## src/rtl/csi2_tx_packetizer.sv

```systemverilog
// rtl/csi2_tx_packetizer.sv - CSI-2 TX packet framer: short/long headers with ECC, payload pass-through, CRC-16 footer
//
// Purpose: turns short-packet requests and long-packet header+payload requests into a
// 32-bit word stream for the D-PHY master. Each header word carries {ECC, WC/data field, VC, DT}.
// Long packets get a CRC-16 footer packed directly after the last payload byte.
//
// Ports:
//   clk_i, rst_i                      clock, synchronous active-high reset
//   short_pkt_*                       short packet request (valid/ready + VC, DT, 16-bit data field)
//   long_pkt_header_*, long_pkt_v_channel_i, long_pkt_data_type_i, long_pkt_word_cnt_i
//                                     long packet header request (WC = payload byte count)
//   long_pkt_payload_*, long_pkt_eop_i
//                                     payload word stream, byte0 in [7:0], be contiguous from byte0
//   data_o, be_o, valid_o, ready_i, sop_o, eop_o
//                                     registered output word stream
//   wc_error_o                        one-cycle pulse when the payload byte total differs from WC
module csi2_tx_packetizer #(
    parameter bit SHORT_PRIORITY = 1'b1
) (
    input  logic        clk_i,
    input  logic        rst_i,
    input  logic        short_pkt_valid_i,
    output logic        short_pkt_ready_o,
    input  logic [1:0]  short_pkt_v_channel_i,
    input  logic [5:0]  short_pkt_data_type_i,
    input  logic [15:0] short_pkt_data_field_i,
    input  logic        long_pkt_header_valid_i,
    output logic        long_pkt_header_ready_o,
    input  logic [1:0]  long_pkt_v_channel_i,
    input  logic [5:0]  long_pkt_data_type_i,
    input  logic [15:0] long_pkt_word_cnt_i,
    input  logic [31:0] long_pkt_payload_i,
    input  logic        long_pkt_payload_valid_i,
    output logic        long_pkt_payload_ready_o,
    input  logic [3:0]  long_pkt_payload_be_i,
    input  logic        long_pkt_eop_i,
    output logic [31:0] data_o,
    output logic [3:0]  be_o,
    output logic        valid_o,
    input  logic        ready_i,
    output logic        sop_o,
    output logic        eop_o,
    output logic        wc_error_o
);
    typedef enum logic [2:0] {IDLE, SHORT_HDR, LONG_HDR, PAYLOAD, FOOTER} state_t;

    state_t      state_q, state_d;
    logic [15:0] crc_q, crc_d;
    logic [16:0] cnt_q, cnt_d;
    logic [15:0] wc_q, wc_d;
    logic        foot_one_q, foot_one_d;   // footer word holds only the CRC high byte
    logic        rdy_en_q;                 // keeps request readies low for one cycle after reset

    logic        load;
    logic [31:0] ld_data;
    logic [3:0]  ld_be;
    logic        ld_sop, ld_eop, wc_err_d;

    logic        out_free, idle_free, short_acc, long_acc, pay_acc;
    logic [23:0] short_hdr, long_hdr;
    logic [2:0]  k;
    logic [15:0] crc_new;
    logic [16:0] cnt_new;

    // Each parity bit is the XOR of the header bits selected by its row mask.
    function automatic logic [5:0] ecc6(input logic [23:0] h);
        logic [5:0] p;
        p[0] = ^(h & 24'hF12CB7);
        p[1] = ^(h & 24'hF2555B);
        p[2] = ^(h & 24'h749A6D);
        p[3] = ^(h & 24'hB8E38E);
        p[4] = ^(h & 24'hDF03F0);
        p[5] = ^(h & 24'hEFFC00);
        return p;
    endfunction

    function automatic logic [15:0] crc_byte(input logic [15:0] c, input logic [7:0] b);
        logic [15:0] r;
        r = c ^ {8'h00, b};
        for (int i = 0; i < 8; i++) begin
            r = r[0] ? ((r >> 1) ^ 16'h8408) : (r >> 1);
        end
        return r;
    endfunction

    assign out_free  = !valid_o || ready_i;
    assign idle_free = (state_q == IDLE) && out_free && rdy_en_q;

    // Ready depends on the competing valid so that only one request can transfer per cycle.
    assign short_pkt_ready_o        = idle_free && (SHORT_PRIORITY || !long_pkt_header_valid_i);
    assign long_pkt_header_ready_o  = idle_free && (!SHORT_PRIORITY || !short_pkt_valid_i);
    assign long_pkt_payload_ready_o = (state_q == PAYLOAD) && out_free;

    assign short_acc = short_pkt_valid_i && short_pkt_ready_o;
    assign long_acc  = long_pkt_header_valid_i && long_pkt_header_ready_o;
    assign pay_acc   = long_pkt_payload_valid_i && long_pkt_payload_ready_o;

    assign short_hdr = {short_pkt_data_field_i, short_pkt_v_channel_i, short_pkt_data_type_i};
    assign long_hdr  = {long_pkt_word_cnt_i, long_pkt_v_channel_i, long_pkt_data_type_i};

    always_comb begin
        k = 3'd4;
        case (long_pkt_payload_be_i)
            4'h1:    k = 3'd1;
            4'h3:    k = 3'd2;
            4'h7:    k = 3'd3;
            default: k = 3'd4;
        endcase
        crc_new = crc_q;
        for (int j = 0; j < 4; j++) begin
            if (long_pkt_payload_be_i[j]) begin
                crc_new = crc_byte(crc_new, long_pkt_payload_i[8*j +: 8]);
            end
        end
        cnt_new = cnt_q + {14'd0, k};
    end

    always_comb begin
        state_d    = state_q;
        crc_d      = crc_q;
        cnt_d      = cnt_q;
        wc_d       = wc_q;
        foot_one_d = foot_one_q;
        load       = 1'b0;
        ld_data    = '0;
        ld_be      = '0;
        ld_sop     = 1'b0;
        ld_eop     = 1'b0;
        wc_err_d   = 1'b0;
        case (state_q)
            IDLE: begin
                if (short_acc) begin
                    load    = 1'b1;
                    ld_data = {2'b00, ecc6(short_hdr), short_hdr};
                    ld_be   = 4'hF;
                    ld_sop  = 1'b1;
                    ld_eop  = 1'b1;
                    state_d = SHORT_HDR;
                end else if (long_acc) begin
                    load    = 1'b1;
                    ld_data = {2'b00, ecc6(long_hdr), long_hdr};
                    ld_be   = 4'hF;
                    ld_sop  = 1'b1;
                    crc_d   = 16'hFFFF;
                    cnt_d   = '0;
                    wc_d    = long_pkt_word_cnt_i;
                    state_d = LONG_HDR;
                end
            end
            SHORT_HDR: begin
                if (valid_o && ready_i) state_d = IDLE;
            end
            LONG_HDR: begin
                if (valid_o && ready_i) begin
                    foot_one_d = 1'b0;
                    state_d    = (wc_q == 16'd0) ? FOOTER : PAYLOAD;
                end
            end
            PAYLOAD: begin
                if (pay_acc) begin
                    crc_d   = crc_new;
                    cnt_d   = cnt_new;
                    load    = 1'b1;
                    ld_data = long_pkt_payload_i;
                    ld_be   = long_pkt_payload_be_i;
                    if (long_pkt_eop_i) begin
                        wc_err_d = (cnt_new != {1'b0, wc_q});
                        // The two CRC bytes follow the last payload byte; whatever does
                        // not fit in this word spills into a FOOTER word.
                        case (k)
                            3'd1: begin
                                ld_data = {8'h00, crc_new, long_pkt_payload_i[7:0]};
                                ld_be   = 4'h7;
                                ld_eop  = 1'b1;
                                state_d = IDLE;
                            end
                            3'd2: begin
                                ld_data = {crc_new, long_pkt_payload_i[15:0]};
                                ld_be   = 4'hF;
                                ld_eop  = 1'b1;
                                state_d = IDLE;
                            end
                            3'd3: begin
                                ld_data    = {crc_new[7:0], long_pkt_payload_i[23:0]};
                                ld_be      = 4'hF;
                                foot_one_d = 1'b1;
                                state_d    = FOOTER;
                            end
                            default: begin
                                ld_be      = 4'hF;
                                foot_one_d = 1'b0;
                                state_d    = FOOTER;
                            end
                        endcase
                    end
                end
            end
            FOOTER: begin
                if (out_free) begin
                    load    = 1'b1;
                    ld_data = foot_one_q ? {24'h0, crc_q[15:8]} : {16'h0, crc_q};
                    ld_be   = foot_one_q ? 4'h1 : 4'h3;
                    ld_eop  = 1'b1;
                    state_d = IDLE;
                end
            end
            default: state_d = IDLE;
        endcase
    end

    always_ff @(posedge clk_i) begin
        if (rst_i) begin
            state_q    <= IDLE;
            crc_q      <= 16'hFFFF;
            cnt_q      <= '0;
            wc_q       <= '0;
            foot_one_q <= 1'b0;
            rdy_en_q   <= 1'b0;
            valid_o    <= 1'b0;
            data_o     <= '0;
            be_o       <= '0;
            sop_o      <= 1'b0;
            eop_o      <= 1'b0;
            wc_error_o <= 1'b0;
        end else begin
            state_q    <= state_d;
            crc_q      <= crc_d;
            cnt_q      <= cnt_d;
            wc_q       <= wc_d;
            foot_one_q <= foot_one_d;
            rdy_en_q   <= 1'b1;
            wc_error_o <= wc_err_d;
            if (load) begin
                valid_o <= 1'b1;
                data_o  <= ld_data;
                be_o    <= ld_be;
                sop_o   <= ld_sop;
                eop_o   <= ld_eop;
            end else if (ready_i) begin
                valid_o <= 1'b0;
            end
        end
    end
endmodule

```

## config.mk

```make
export PLATFORM = sky130hd
export DESIGN_NAME = csi2_tx_packetizer
export DESIGN_NICKNAME = d
export VERILOG_FILES = /design/src/rtl/csi2_tx_packetizer.sv
export SDC_FILE = /design/constraint.sdc
export NUM_CORES = 1
export LEC_CHECK = 0
export BUFFER_PORTS_ARGS = -buffer_cell sky130_fd_sc_hd__buf_4
export CAP_MARGIN = 25
export CORE_MARGIN = 1
export CORE_UTILIZATION = 50
export CTS_CLUSTER_DIAMETER = 80
export DETAILED_ROUTE_END_ITERATION = 8
export PLACE_DENSITY = 0.8
export SLEW_MARGIN = 20
export SYNTH_ARGS = -nofsm -noshare
export SYNTH_HDL_FRONTEND = slang
export SYNTH_SLANG_ARGS = --single-unit
export TNS_END_PERCENT = 5
```

## constraint.sdc

```tcl
create_clock -name clk_i -period 5.3 [get_ports clk_i]
set_clock_uncertainty 0.15 [all_clocks]
set_input_delay 1.06 -clock clk_i [delete_from_list [all_inputs] [get_ports clk_i]]
set_output_delay 1.06 -clock clk_i [all_outputs]
set_load 0.02 [all_outputs]
```

==> results.sh <==
export IMPL_synth_cell_types=81
export IMPL_pre_cts_ws_ps=314
export IMPL_num_vias=9451
export IMPL_synth_edf_count=0
export IMPL_path_delay_family="XOR/XNOR gates"
export IMPL_ir_drop_mv=0.238
export IMPL_drtIter0Drc=1506
export IMPL_synth_fa_ha_area_frac=0.00654
export IMPL_cts_root_buf="clkbuf_16"
export IMPL_path_max_fanout=5
export IMPL_wire_per_inst_um=22.4
export IMPL_ant_nets=0
export IMPL_worst_slack_ps=575
export IMPL_die_area_mm2=0.0181
export IMPL_fin_nets=1342
export IMPL_startpoint_type="input pin"
export IMPL_dp_hpwl_mm=25.3
export IMPL_io_pins=134
export IMPL_via_per_inst=6.40
export IMPL_synthXorXnorAreaFrac=0.272
export IMPL_detail_route_first_pass_iterations=9
export IMPL_antenna_found_initial=1
export IMPL_cts_clk_slew_worst_paths_ps=70
export IMPL_avgSynthCellArea_um2=7.72
export IMPL_leakage_uw=0.00413
export IMPL_cts_hold_fix_buffers=0
export IMPL_wl_met1_mm=13.5
export IMPL_p_int_uw=1880
export IMPL_max_cap_violations=0
export IMPL_htreeDepth=3
export IMPL_io_buffers=133
export IMPL_period_share=0.892
export IMPL_wl_met3_mm=4.00
export IMPL_critPathKind="in -> reg"
export IMPL_cpMostUsedCell="buf_4"
export IMPL_cts_sinks=94
export IMPL_grt_overflow_total=0
export IMPL_die_w_um=135
export IMPL_setup_viol=0
export IMPL_synthMuxAreaShare=0.0408
export IMPL_drv_slew=0
export IMPL_std_cell_rows=48
export IMPL_worstSetupPathDepth=15
export IMPL_tritoncts="yes"
export IMPL_grt_pass1_wl_mm=49.8
export IMPL_finalWeightedCongestion=1.04
export IMPL_crit_chain="buf_4, xnor3_2, xor3_2, nand2_1, xor2_1, nand3b_1, a2bb2oi_1, nor4b_1, buf_4, mux2i_1, xnor3_1, a21oi_1, nor3_1, o221ai_1, a211oi_1"
export IMPL_core_area_mm2=0.0172
export IMPL_pwr_share_comb=0.521
export IMPL_rsz0062_at_grt="false"
export IMPL_fmax_mhz=212
export IMPL_pwr_share_clk=0.221
export IMPL_reg2reg_depth=14
export IMPL_area_growth_pct=17.8
export IMPL_finalCriticalPeriod_ps=4730
export IMPL_ys_seq_elements=94
export IMPL_layout_common_cells="buf_4 (168), xnor2_1 (163), nand2_1 (129), nor2_1 (113), dfxtp_1 (94)"
export IMPL_crit_path_top_delay_cell="xor2_1"
export IMPL_clk_latency_ps=360
export IMPL_status="finished, violations left"
export IMPL_yosysWarnings=0
export IMPL_numCtsBuffers=9
export IMPL_grt_pass1_vias=8512
export IMPL_power_frac_seq=0.257
export IMPL_power_density_mw_per_mm2=309
export IMPL_drc_errors=2
export IMPL_synth_ff_type="dfxtp_1"
export IMPL_netSwitchingPower_uw=1320
export IMPL_postCtsSetupRepairBufs=0
export IMPL_hold_depth=2
export IMPL_cp_num_buf_inv=2
export IMPL_finalSetupTns_ps=0
export IMPL_cts_repair_resized=0
export IMPL_final_common_cell="buf_4"
export IMPL_sw_frac_of_total=0.414
export IMPL_start_util=0.511
export IMPL_synth_area_mm2=0.00880
export IMPL_grt_start_max_net_pins=77
export IMPL_top_layer="met4"
export IMPL_fillers=1586
export IMPL_drt_wl_total_mm=33.1
export IMPL_diodes=0
export IMPL_cp_arrival_ps=4780
export IMPL_utilization=0.602
export IMPL_timing_hold_ws_ps=312
export IMPL_drive_gt1_frac=0.166
export IMPL_synthSimpleGateAreaFrac=0.211
export IMPL_syn_nets=1235
export IMPL_synth_async_sr_flop_share=0
export IMPL_slew_headroom=0.360
export IMPL_wl_met2_mm=14.2
export IMPL_synth_top_family_by_area="XOR/XNOR gates"
export IMPL_die_h_um=135
export IMPL_grt_use_total=0.363
export IMPL_cts_path_max_buffers=2
export IMPL_syn_instance_count=1140
export IMPL_worstMarginPinSlew_ps=961
export IMPL_worstPathRequired_ps=5360
export IMPL_endpoint_kind="flop"
export IMPL_violations="design-rule violations"
export IMPL_cp_slowest_stage_delay_ps=430
export IMPL_seq_area_frac_synth=0.214
export IMPL_hold_viol=0
export IMPL_hold_class="reg -> reg"
export IMPL_synth_compound_area_frac=0.217
## metrics by stage
stage               total power [uW]  instances  instance area, um2
global placement                2440       1461               10100
global route                    3330       1477               10400
CTS                             3150       1477               10400
floorplan                       1960       1140                8800
detailed placement              2460       1461               10100
finish                          3200       1477               10400
## cell type report
cell class,count,area [um2],share of cell area
clock inverters,7,86.3,0.00833
clock buffers,9,225,0.0217
flip-flops and latches,94,1880,0.181
multi-input cells,960,6580,0.634
well taps,225,282,0.0272
repair buffers,168,1260,0.122
inverters,14,55.1,0.00531
## worst paths after layout
path / start / endpoint / slack (ps)
worst max-delay path: long_pkt_payload_i[0] / data_o[19] / 570
worst min-delay path: sop_o / sop_o / 310
worst max register to register: crc_q[1] / data_o[19] / 570
worst min register to register: sop_o / sop_o / 310
## power by group through the flow
stage	logic, uW	registers, uW	clock network (uW)
finish	1670	824	708
global route	1770	828	728
CTS	1630	821	700
detailed placement	1620	837	0
global placement	1610	837	0
floorplan	1090	871	0
## cells by family after synthesis
| family | after synthesis |
|---|---|
| compound gates | 285 |
| xor+xnor | 237 |
| fa+ha+maj | 4 |
| buf+inv | 86 |
| flops | 94 |
| mux | 35 |
| simple gates | 399 |
## cells in the mapped netlist (all sizes together) (6+ instances only)
| cell type | instances | share of area |
|---|---|---|
| and3 | 9 | 0.0064 |
| a221oi | 14 | 0.014 |
| a211o | 6 | 0.0060 |
| nor2 | 113 | 0.048 |
| dfxtp | 94 | 0.21 |
| nor4 | 10 | 0.0071 |
| o211ai | 6 | 0.0051 |
| xor2 | 51 | 0.051 |
| buf | 19 | 0.010 |
| xnor2 | 164 | 0.16 |
| a31oi | 25 | 0.018 |
| a222oi | 9 | 0.010 |
| and2 | 16 | 0.011 |
| nand3b | 6 | 0.0051 |
| clkbuf | 53 | 0.023 |
| a211oi | 11 | 0.0094 |
| inv | 13 | 0.0058 |
| nand3 | 31 | 0.018 |
| or2 | 7 | 0.0050 |
| a21o | 10 | 0.0095 |
| nor3b | 6 | 0.0051 |
| o22ai | 6 | 0.0043 |
| a22oi | 18 | 0.015 |
| nand2b | 7 | 0.0050 |
| mux2i | 34 | 0.040 |
| o31ai | 7 | 0.0065 |
| or3 | 12 | 0.0085 |
| nor3 | 27 | 0.015 |
| nand4 | 13 | 0.0092 |
| a21oi | 80 | 0.046 |
| nand2 | 129 | 0.055 |
| xnor3 | 17 | 0.044 |
| o21ai | 54 | 0.031 |
## worst reg2reg max path, delay by kind of cell (launching register included)
kind,cells,cell delay (ps)
and+or+nand+nor,2,350
AOI/OAI and AO/OA,6,1510
xor gates and xnor gates,3,1110
DFF,1,600
buffers and inverters,1,180
muxes,2,680
## layer usage
| layer | vias to the layer above | track usage |
|---|---|---|
| met1 | 4452 | 0.512 |
| met2 | 632 | 0.557 |
| met3 | 91 | 0.0518 |
| li1 | 4276 | - |
| met5 | - | 0 |
| met4 | 0 | 0.142 |
## state kept, by name (all words and copies together) (netlist names), 3 cells and up
signal,cells
be_o,4
cnt_q,17
crc_q,16
data_o,32
wc_q,16
state_q,3
Note: power is estimated with default switching activity, not from simulation.
